[src/rtl/multicycle_seq.sv]
// Multi-cycle sequencer for the shared-memory-port RV32I core: walks each instruction
// through fetch/decode/exec/mem/writeback and raises the per-phase strobes.

package lib_pkg;
  typedef enum logic [3:0] {
    OP_LUI     = 4'd0,
    OP_AUIPC   = 4'd1,
    OP_JAL     = 4'd2,
    OP_JALR    = 4'd3,
    OP_BRANCH  = 4'd4,
    OP_LOAD    = 4'd5,
    OP_STORE   = 4'd6,
    OP_OPIMM   = 4'd7,
    OP_OP      = 4'd8,
    OP_MISCMEM = 4'd9,
    OP_SYSTEM  = 4'd10
  } op_type_t;
endpackage

// state  | meaning
// IDLE   | waiting for run
// FETCH  | instruction read on the shared port, IR loads on ack
// DECODE | halt / legality check of the held instruction
// EXEC   | branch, fence and system retire here; others dispatch
// MEM    | data access on the shared port
// WB     | register-file write and retire
// HALT   | absorbing until reset
module multicycle_seq
  import lib_pkg::*;
#(
  parameter int CNT_W = 32
) (
  input  logic             clk,
  input  logic             rst,
  input  logic             run,
  input  op_type_t         op_type,
  input  logic             cmp_res,
  input  logic             fin,
  input  logic             mem_ack,
  output logic             mem_req,
  output logic             mem_we,
  output logic             mem_addr_sel,
  output logic             ir_wr_en,
  output logic             pc_wr_en,
  output logic             sel_pc,
  output logic             rf_wr_en,
  output logic             halted,
  output logic             illegal,
  output logic [2:0]       state,
  output logic [CNT_W-1:0] cycle_cnt,
  output logic [CNT_W-1:0] instret_cnt
);

  typedef enum logic [2:0] {
    S_IDLE   = 3'd0,
    S_FETCH  = 3'd1,
    S_DECODE = 3'd2,
    S_EXEC   = 3'd3,
    S_MEM    = 3'd4,
    S_WB     = 3'd5,
    S_HALT   = 3'd6
  } state_t;

  state_t state_q;
  logic   halted_q;
  logic   illegal_q;

  logic op_legal;
  logic op_mem;
  logic op_wb;
  logic op_jump;
  logic retire;

  always_comb begin
    op_legal = 1'b1;
    op_mem   = 1'b0;
    op_wb    = 1'b0;
    op_jump  = 1'b0;
    case (op_type)
      OP_LOAD, OP_STORE: op_mem = 1'b1;
      OP_LUI, OP_AUIPC, OP_OPIMM, OP_OP: op_wb = 1'b1;
      OP_JAL, OP_JALR: begin
        op_wb   = 1'b1;
        op_jump = 1'b1;
      end
      OP_BRANCH: op_jump = cmp_res;
      OP_MISCMEM, OP_SYSTEM: op_legal = 1'b1;
      default: op_legal = 1'b0;
    endcase
  end

  assign retire = ((state_q == S_EXEC) && !op_mem && !op_wb)
               || ((state_q == S_MEM) && mem_ack && (op_type == OP_STORE))
               || (state_q == S_WB);

  // Strobes are gated by rst so a reset mid-access kills the request in the same cycle.
  assign mem_req      = !rst && ((state_q == S_FETCH) || (state_q == S_MEM));
  assign mem_we       = !rst && (state_q == S_MEM) && (op_type == OP_STORE);
  assign mem_addr_sel = !rst && (state_q == S_MEM);
  assign ir_wr_en     = !rst && (state_q == S_FETCH) && mem_ack;
  assign pc_wr_en     = !rst && retire;
  assign sel_pc       = pc_wr_en && op_jump;
  assign rf_wr_en     = !rst && (state_q == S_WB);
  assign halted       = halted_q;
  assign illegal      = illegal_q;
  assign state        = state_q;

  always_ff @(posedge clk) begin
    if (rst) begin
      state_q     <= S_IDLE;
      halted_q    <= 1'b0;
      illegal_q   <= 1'b0;
      cycle_cnt   <= '0;
      instret_cnt <= '0;
    end else begin
      if ((state_q != S_IDLE) && (state_q != S_HALT))
        cycle_cnt <= cycle_cnt + CNT_W'(1);
      if (retire)
        instret_cnt <= instret_cnt + CNT_W'(1);

      case (state_q)
        S_IDLE:  if (run) state_q <= S_FETCH;
        S_FETCH: if (mem_ack) state_q <= S_DECODE;
        S_DECODE: begin
          if (fin) begin
            state_q  <= S_HALT;
            halted_q <= 1'b1;
          end else if (!op_legal) begin
            state_q   <= S_HALT;
            halted_q  <= 1'b1;
            illegal_q <= 1'b1;
          end else begin
            state_q <= S_EXEC;
          end
        end
        S_EXEC: begin
          if (op_mem)     state_q <= S_MEM;
          else if (op_wb) state_q <= S_WB;
          else            state_q <= run ? S_FETCH : S_IDLE;
        end
        S_MEM: begin
          if (mem_ack) begin
            if (op_type == OP_STORE) state_q <= run ? S_FETCH : S_IDLE;
            else                     state_q <= S_WB;
          end
        end
        S_WB:    state_q <= run ? S_FETCH : S_IDLE;
        S_HALT:  state_q <= S_HALT;
        default: state_q <= S_IDLE;
      endcase
    end
  end

endmodule
[config.mk]
export PLATFORM = sky130hd
export DESIGN_NAME = multicycle_seq
export DESIGN_NICKNAME = d
export VERILOG_FILES = /design/src/rtl/multicycle_seq.sv
export SDC_FILE = /design/constraint.sdc
export NUM_CORES = 1
export LEC_CHECK = 0
export BUFFER_PORTS_ARGS = -buffer_cell sky130_fd_sc_hd__buf_2
export CAP_MARGIN = 20
export CORE_UTILIZATION = 44
export CTS_CLUSTER_SIZE = 25
export DETAILED_ROUTE_END_ITERATION = 8
export HOLD_SLACK_MARGIN = 0.03
export PLACE_DENSITY_LB_ADDON = 0.3
export RECOVER_POWER = 25
export SLEW_MARGIN = 20
export SYNTH_ARGS = -nofsm -noshare
export SYNTH_HDL_FRONTEND = slang
export SYNTH_SLANG_ARGS = --single-unit
[constraint.sdc]
create_clock -name clk -period 2.42 [get_ports clk]
set_input_delay 0.363 -clock clk [delete_from_list [all_inputs] [get_ports clk]]
set_output_delay 0.363 -clock clk [all_outputs]
set_load 0.03 [all_outputs]
==> out/results.tsv <==
stage	metric	value	unit
finish	Area growth, synth to finish	19.7	%
setup_path	r2r setup slk	320	ps
clock_tree	setup bufs post-CTS	0	
clock_tree	Clock Tree Buf Depth	2	
setup_path	crit-path cells	and3b_1 > o21a_1 > nor2_1 > nor4_4 > buf_2	
yosys	Avg Inst Size Synth	8.35	µm²
yosys	Synth Area in XOR/XNOR	13.1	%
finish	Filler cells	719	
finish	post-route cell area	0.00414	mm²
finish	layout net count	511	
yosys	Seq/Total Area, Yosys	40.0	%
sta	final hold viol count	0	
sta	worst slew pin tran	829	ps
floorplanning	io pins	86	
placement	GPL Wtd Cong	0.806	
yosys	EDFF count, synth	0	
finish	most common cell after layout, fill and taps aside	dfxtp_1	
drt	antenna-violating nets left	0	
sta	setup_tns	0	ps
pwr	Leakage	0.00154	µW
floorplanning	Initial Util	46.6	%
setup_path	Crit. End Element	output port	
drt	post-DR vias/cell	5.44	
sta	RSZ-0062 raised after global routing	no	
placement	port bufs	85	
clock_tree	Clock Tree Root	clkbuf_8	
yosys	largest family of logic cells by synthesized area	simple AND/OR/NAND/NOR gates	
floorplanning	DIE AREA	0.00821	mm²
hold_path	Min-Delay Path Class	primary input to flip-flop	
drt	Final Routed Wirelength	7.90	mm
setup_path	startpoint class of the critical path	flip-flop	
setup_path	Worst R2R End	cycle_cnt[29]	
yosys	Synth Area in Simple Gates	27.0	%
sta	max-slew violations	0	
setup_path	Slowest-stage cell, CP	dfxtp_1	
yosys	cell count after synthesis	414	
yosys	ys flop type	dfxtp_1	
finish	share of cells above drive strength 1	17.3	%
setup_path	Worst path max stage delay	470	ps
yosys	post-synth cell types	47	
sta	slew margin rel.	44.7	%
finish	antenna cells	0	
drt	First-pass DRT Iterations	4	
pwr	Pwr Density	577	mW/mm²
setup_path	origin of the critical flop-to-flop path	state[1]	
yosys	Post-Syn Nets	426	
pwr	Peak supply drop	0.506	mV
clock_tree	Worst-path clk slew	70	ps
hold_path	Worst Hold Path Cells	2	
yosys	fraction of registers with async set/reset	0	%
floorplanning	site row count	31	
hold_path	hold_sp	mem_ack	
global_route	number of global-route vias before repair	2919	
yosys	yosys warns	0	
global_route	first-pass GRT wire length	13.3	mm
status	outcome	completed	
drt	per-cell routed wire length	13.1	µm
clock_tree	cts hold-fix bufs	0	
clock_tree	insertion delay to the later sink of the worst-skew pair	340	ps
yosys	post-synthesis compound-gate area fraction	14.8	%
drt	via count	3283	
global_route	GRT Total Usage	19.6	%
yosys	Yosys reg bits	69	
hold_path	Min-Delay Endpoint	state[2]	
run	Max Cap Viol	0	
setup_path	CP arrival	1770	ps
drt	Iter 0 DRT Violations	112	
floorplanning	DIE WIDTH	90.6	µm
sta	min Tclk post-route	2130	ps
yosys	Mapped Area	0.00346	mm²
clock_tree	clk sinks	69	
placement	dpl hpwl	5.54	mm
global_route	antenna violations before repair	0	
sta	Final period util	88.0	%
sta	clk_skew	8.83	ps
placement	Area after DPL	0.00403	mm²
clock_tree	H-Tree Level Count	3	
sta	fmax	470	MHz
finish	leading cell types in the layout, fill and taps excluded	dfxtp_1, nor2_1, buf_2, clkbuf_1, xnor2_1	
sta	count of final setup violators	0	
floorplanning	Die Height	90.6	µm
clock_tree	CTS Buf Count	9	
global_route	pin count of the biggest net entering global routing	62	
setup_path	worst reg2reg path depth	5	
yosys	Synth Area in Adders	0.724	%
clock_tree	TritonCTS clock tree	done	
setup_path	Worst Path Max Fanout	9	
yosys	mux cell area share after synthesis	0.326	%
global_route	grt ovf	0	
setup_path	CP Data Required Time	2060	ps
clock_tree	post-CTS sizing	0	
drt	drt drc	0	
floorplanning	total core area	0.00741	mm²
setup_path	critical path class	flip-flop to output port	
worst max-delay path: cells and delay by family, from the launching register on:
family / cells / cell delay, ps
AND/OR/NAND/NOR: 3 / 650
flip-flops: 1 / 470
AO/OA/AOI/OAI: 1 / 130
buffers and inverters: 1 / 180
logic make-up after synthesis:
family	count (synthesis)
simple gates	179
compound gates	77
flops	69
xor+xnor	51
buf+inv	35
fa+ha+maj	2
mux	1
synthesized netlist by cell type (all sizes together), types with 4 or more instances:
library cell	n	area, µm²
a21oi	21	105
and3	7	45.1
and4	4	35.0
buf	7	32.5
clkbuf	15	57.6
dfxtp	69	1380
inv	13	48.8
nand2	24	90.1
nand3	11	55.1
nand4	8	65.1
nor2	67	251
nor3	15	75.1
nor3b	4	30.0
nor4	12	96.3
o2111ai	13	120
o211ai	8	73.8
o21ai	23	119
or3	12	75.1
xnor2	26	228
xor2	25	226
flip-flops by register name (all words and copies together), names as in the netlist:
| name | count |
|---|---|
| cycle_cnt | 32 |
| halted | 1 |
| illegal | 1 |
| instret_cnt | 32 |
| state | 3 |
metal layers:
metal / part of all wire (%) / global-route usage [%]
met1: 46 / 24.4
met2: 49 / 32.9
met3: 5.1 / 3.87
met4: 0.77 / 8.06
met5: 0 / 0
per-stage QoR:
stage	total power, µW	hold WS, ps	util, %	setup slack [ps]	cells
after floorplan	1510	463	-	74.3	414
after global routing	2510	325	55.8	115	603
after global placement	1620	448	54.3	381	587
after CTS	2420	276	56.5	220	603
final	2390	297	55.8	290	603
after detailed placement	1630	458	54.3	284	587
area by class of cell:
class / count / area, µm² / share of cell area, %
sequential: 69 / 1380 / 33.4
timing repair buffer: 96 / 480 / 11.6
clock inverter: 5 / 27.5 / 0.665
multi-input combinational: 310 / 1940 / 47.0
clock buffer: 11 / 131 / 3.18
tap: 99 / 124 / 2.99
inverter: 13 / 48.8 / 1.18
worst max-delay path by stage:
| stage | start | end | slack [ps] | depth (start not counted) |
|---|---|---|---|---|
| final | state[2] | sel_pc | 290 | 5 |
| after floorplan | state[1] | sel_pc | 70 | 6 |
| after global placement | op_type[3] | instret_cnt[31] | 380 | 7 |
| after CTS | state[2] | sel_pc | 220 | 5 |
| after global routing | state[1] | cycle_cnt[29] | 110 | 5 |
| after detailed placement | op_type[3] | instret_cnt[31] | 280 | 7 |
report_power, final:
group	switching [µW]	total [µW]	internal, µW
Combinational	268	397	129
Sequential	36.3	1200	1170
Clock	423	789	365
Total	728	2390	1660
Power figures use the tool's default switching activity.
